## config.mk

```make
export PLATFORM = sky130hd
export DESIGN_NAME = vscale_htif_pcr_responder
export DESIGN_NICKNAME = d
export VERILOG_FILES = /design/src/rtl/vscale_htif_pcr_responder.sv
export SDC_FILE = /design/constraint.sdc
export NUM_CORES = 1
export LEC_CHECK = 0
export ABC_AREA = 1
export BUFFER_PORTS_ARGS = -buffer_cell sky130_fd_sc_hd__buf_4
export CORE_MARGIN = 10
export CORE_UTILIZATION = 50
export CTS_CLUSTER_DIAMETER = 50
export DETAILED_ROUTE_END_ITERATION = 6
export GPL_TIMING_DRIVEN = 1
export PLACE_DENSITY = 0.81
export SLEW_MARGIN = 20
export SYNTH_ARGS = -nofsm -noshare
export SYNTH_HDL_FRONTEND = slang
export SYNTH_SLANG_ARGS = --single-unit
```

## constraint.sdc

```tcl
create_clock -name clk -period 1.8 [get_ports clk]
set_input_delay 0.09 -clock clk [delete_from_list [all_inputs] [get_ports clk]]
set_output_delay 0.09 -clock clk [all_outputs]
set_load 0.005 [all_outputs]
```

## src/rtl/vscale_htif_pcr_responder.sv

```systemverilog
// Core-side HTIF PCR responder: owns the tohost/fromhost CSRs and answers one
// host read/write request with exactly one response.
module vscale_htif_pcr_responder #(
    parameter int unsigned           PCR_WIDTH      = 64,
    parameter int unsigned           ADDR_WIDTH     = 12,
    parameter logic [ADDR_WIDTH-1:0] ADDR_TO_HOST   = ADDR_WIDTH'(12'h780),
    parameter logic [ADDR_WIDTH-1:0] ADDR_FROM_HOST = ADDR_WIDTH'(12'h781)
) (
    input  logic                  clk,
    input  logic                  reset,
    input  logic                  htif_pcr_req_valid,
    output logic                  htif_pcr_req_ready,
    input  logic                  htif_pcr_req_rw,
    input  logic [ADDR_WIDTH-1:0] htif_pcr_req_addr,
    input  logic [PCR_WIDTH-1:0]  htif_pcr_req_data,
    output logic                  htif_pcr_resp_valid,
    input  logic                  htif_pcr_resp_ready,
    output logic [PCR_WIDTH-1:0]  htif_pcr_resp_data,
    input  logic                  core_tohost_wen,
    input  logic [PCR_WIDTH-1:0]  core_tohost_wdata,
    input  logic                  core_fromhost_wen,
    input  logic [PCR_WIDTH-1:0]  core_fromhost_wdata,
    output logic [PCR_WIDTH-1:0]  tohost,
    output logic [PCR_WIDTH-1:0]  fromhost
);

    typedef enum logic {
        IDLE = 1'b0,
        RESP = 1'b1
    } state_e;

    state_e                 state_q, state_d;
    logic [PCR_WIDTH-1:0]   tohost_q, tohost_d;
    logic [PCR_WIDTH-1:0]   fromhost_q, fromhost_d;
    logic [PCR_WIDTH-1:0]   resp_data_q, resp_data_d;
    logic                   accept;
    logic                   hit_to;
    logic                   hit_from;

    // Next-state, CSR update and response capture.
    always_comb begin
        state_d     = state_q;
        tohost_d    = tohost_q;
        fromhost_d  = fromhost_q;
        resp_data_d = resp_data_q;
        accept      = htif_pcr_req_valid && (state_q == IDLE);
        hit_to      = (htif_pcr_req_addr == ADDR_TO_HOST);
        hit_from    = (htif_pcr_req_addr == ADDR_FROM_HOST);

        // Core fromhost write first so a simultaneous host write overrides it.
        if (core_fromhost_wen) begin
            fromhost_d = core_fromhost_wdata;
        end

        case (state_q)
            IDLE: begin
                if (accept) begin
                    state_d     = RESP;
                    resp_data_d = '0;
                    if (htif_pcr_req_rw) begin
                        if (hit_to) begin
                            tohost_d = htif_pcr_req_data;
                        end
                        if (hit_from) begin
                            fromhost_d = htif_pcr_req_data;
                        end
                    end else begin
                        if (hit_to) begin
                            resp_data_d = tohost_q;
                            tohost_d    = '0;
                        end else if (hit_from) begin
                            resp_data_d = fromhost_q;
                        end
                    end
                end
            end
            RESP: begin
                if (htif_pcr_resp_ready) begin
                    state_d = IDLE;
                end
            end
            default: state_d = IDLE;
        endcase

        // Core tohost write beats any host access in the same cycle.
        if (core_tohost_wen) begin
            tohost_d = core_tohost_wdata;
        end
    end

    always_ff @(posedge clk or negedge reset) begin
        if (!reset) begin
            state_q     <= IDLE;
            tohost_q    <= '0;
            fromhost_q  <= '0;
            resp_data_q <= '0;
        end else begin
            state_q     <= state_d;
            tohost_q    <= tohost_d;
            fromhost_q  <= fromhost_d;
            resp_data_q <= resp_data_d;
        end
    end

    assign htif_pcr_req_ready  = (state_q == IDLE);
    assign htif_pcr_resp_valid = (state_q == RESP);
    assign htif_pcr_resp_data  = resp_data_q;
    assign tohost              = tohost_q;
    assign fromhost            = fromhost_q;

endmodule

```

==> run_results.csv <==
group,metric,value,unit
drt,totalWireLength,50000,um
sta,fin_skew,19.29,ps
sta,timing.fmax,0.5884,GHz
clock_network,cts_buffers,17,
pwr,comb_power_share,22.0,%
sta,relSlewSlack,58.04,%
drt,postRouteAntennaNets,0,
die,die_w,168.3,um
drt,num_vias,13262,
synthesis,synth_top_cell_by_area,"dfrtp_1",
drt,drc,0,
sta,worst-slew-pin-transition,629.4,ps
synthesis,async_reset_ff_share,100.0,%
synthesis,synthXorXnorAreaFrac,0,%
clock_network,worst_skew_pair.late_latency,430,ps
die,start_util,50.56,%
clock_network,cts_tree,"done",
synthesis,ys_seq_area_share,43.90,%
sta,period_minus_slack,1699,ps
sta,worst_hold_slack,15.61,ps
setup_path,regToRegSetupSlack,100,ps
final_layout,multi_input_area,0.004828,mm2
global_route,antenna_found_initial,11,
synthesis,synth_top_family_by_area,"simple AND/OR/NAND/NOR gates",
die,die_area,0.02833,mm2
sta,finalHoldViolations,0,
sta,final.setup.worst_slack,100.5,ps
drt,dr.pass1.iters,7,
pwr,switching_share,29.94,%
synthesis,synthAdderAreaFrac,0,%
final_layout,final_cell_mix,"nand2_1 (580), buf_4 (414), dfrtp_1 (193), nand4_1 (192), dlygate4sd3_1 (168)",
synthesis,yosys-top-cells-area,"dfrtp_1 (44%), nand2_1 (20%), nand4_1 (11%)",
pwr,p_seq_share,43.3,%
worst_hold_path,min_path_type,"in -> reg",
synthesis,synthSimpleGateAreaFrac,34.84,%
placed_design,place.gp.congestion,0.9039,
synthesis,synth_top_cell_area_share,43.90,%
clock_network,htreeDepth,4,
placed_design,portBuffers,404,
run,drv_cap,0,
pwr,p_clk_share,34.7,%
final_layout,drive_gt1_share,24.81,%
final_layout,regArea,0.004830,mm2
outcome,outcome,"completed",
pwr,powerDensity,698.6,mW/mm2
synthesis,synth_area_per_cell,7.671,um2
die,fp.dieH,168.3,um
synthesis,ys_ff_latch,193,
synthesis,muxShareOfSynthArea,5.823,%
setup_path,path_class,"reg -> reg",
synthesis,synth-compound-area-share,2.957,%
sta,tns,0,ps
sta,finalSetupViolations,0,
drt,first_iter_violations,2019,
synthesis,syn-cell-area,0.01100,mm2
final_layout,nets,2145,
setup_path,worstPathArrival,1980,ps
synthesis,synthFlopType,"dfrtp_1",
clock_network,cts_setup_buffers,0,
final_layout,area_delta_synth_final,48.65,%
clock_network,clk_pin_slew_worst_paths,80,ps
sta,rsz0062_at_grt,"false",
global_route,grt_overflow,0,
setup_path,worstPathRequired,2080,ps
synthesis,synth_edf_count,0,
pwr,p_leak,9.233,nW
final_layout,fillers,1495,
synthesis,syn_inst,1434,
setup_path,worstSetupStartpointType,"register",
global_route,grt_pass1_vias,13549,
final_layout,fin_util,75.16,%
die,ioPinCount,405,
global_route,track_usage,34.23,%
synthesis,synth.distinct_cells,25,
sta,drv_slew,0,
final_layout,final_common_cell,"nand2_1",
clock_network,root_buffer,"clkbuf_16",
pwr,switchingPower,3.420,mW
placed_design,dp_hpwl,30130,um
synthesis,yosysWarnings,0,
drt,drt-wirelength-per-cell,22.34,um
setup_path,worstSetupEndpointType,"register",
die,coreArea,0.02176,mm2
synthesis,syn_nets,1645,
clock_network,cts_sinks,193,
global_route,grt_max_degree,67,
placed_design,place_ws,250.1,ps
global_route,grt_pass1_wl,77510,um
die,floorplan.rows,54,
setup_path,crit_fanout,25,
sta,fin_crit_sh,94.41,%
drt,via_per_inst,5.926,
clock_network,cts_buffer_depth,2,
pwr,power.internal,8.004,mW
pwr,vdd_drop_max,0.5273,mV
## stage by stage
step	std cells	cell area [um2]	power, mW
2_1_floorplan	1434	11000	5.766
5_1_grt	2237	16350	11.81
3_5_place_dp	2027	14030	7.101
4_1_cts	2227	16320	11.30
3_3_place_gp	2027	14030	7.054
6_report	2238	16350	11.42
## synthesized netlist by cell type (2+ instances only)
library cell    instances
buf_6                  14
nand4_1               192
buf_4                  32
clkbuf_4                6
nor2_4                  2
mux2i_1                64
nand2_1               581
inv_1                 138
dlymetal6s2s_1          2
clkbuf_1               21
nand2_2                 4
nand3_1                64
buf_8                   7
buf_2                  39
o21ai_0                65
dfrtp_1               193
nor2_2                  2
## cell families (layout without fill, tap and decap cells)
kind of cell | count (synthesis) | in the layout
AND/OR/NAND/NOR | 851 | 851
buffers and inverters | 261 | 774
multiplexers | 64 | 64
AO/OA/AOI/OAI | 65 | 65
flip-flops | 193 | 193
other | 0 | 11
## state kept, by name, summed over array words and instances, names as in the netlist
register             count
htif_pcr_resp_data      64
tohost                  64
fromhost                64
htif_pcr_resp_valid      1
## critical path, stage by stage, from the launching register on
cell	delay (ps)
dfrtp_1	390
inv_2	80
nand2_2	90
nor2_4	150
buf_6	280
nand4_1	200
nand2_1	190
inv_1	150
## area by class of cell
type                            instances  share of cell area, %
Antenna cell                           11                 0.1683
Clock buffer                           18                  2.686
Clock inverter                         14                  1.033
Inverter                              139                  3.191
Multi-Input combinational cell        980                  29.53
Sequential cell                       193                  29.54
Tap cell                              280                  2.142
Timing Repair Buffer                  603                  31.72
## metal layers
layer	GRT usage, %	vias up	wire [um]
li1	-	5686	-
met2	54.18	1173	23870
met1	38.53	6099	16820
met4	24.11	2	3574
met3	10.87	302	5725
met5	0	-	12
## path summary, 6_finish.rpt
path / to / from / cells past startpoint
worst max-delay path: fromhost[28] / htif_pcr_resp_valid / 7
worst min-delay path: tohost[19] / core_tohost_wdata[19] / 5
max in group asynchronous: fromhost[45] / reset / 3
worst max register to register: fromhost[28] / htif_pcr_resp_valid / 7
worst min register to register: htif_pcr_resp_data[22] / htif_pcr_resp_data[22] / 2
min in group asynchronous: fromhost[59] / reset / 2
## what timing repair did
action,in CTS,in global routing
hold buffers,168,0
hold endpoints to repair,183,0
setup endpoints to repair,0,1
gates resized for setup,0,2
## power by group through the flow
stage	registers, mW	clock network, mW	logic (mW)
after CTS	4.92	3.97	2.41
after detailed placement	5.00	0	2.10
after floorplan	4.94	0	0.826
final	4.94	3.96	2.52
after global routing	4.96	4.15	2.69
after global placement	4.99	0	2.06
(Power assumes the default switching activity.)
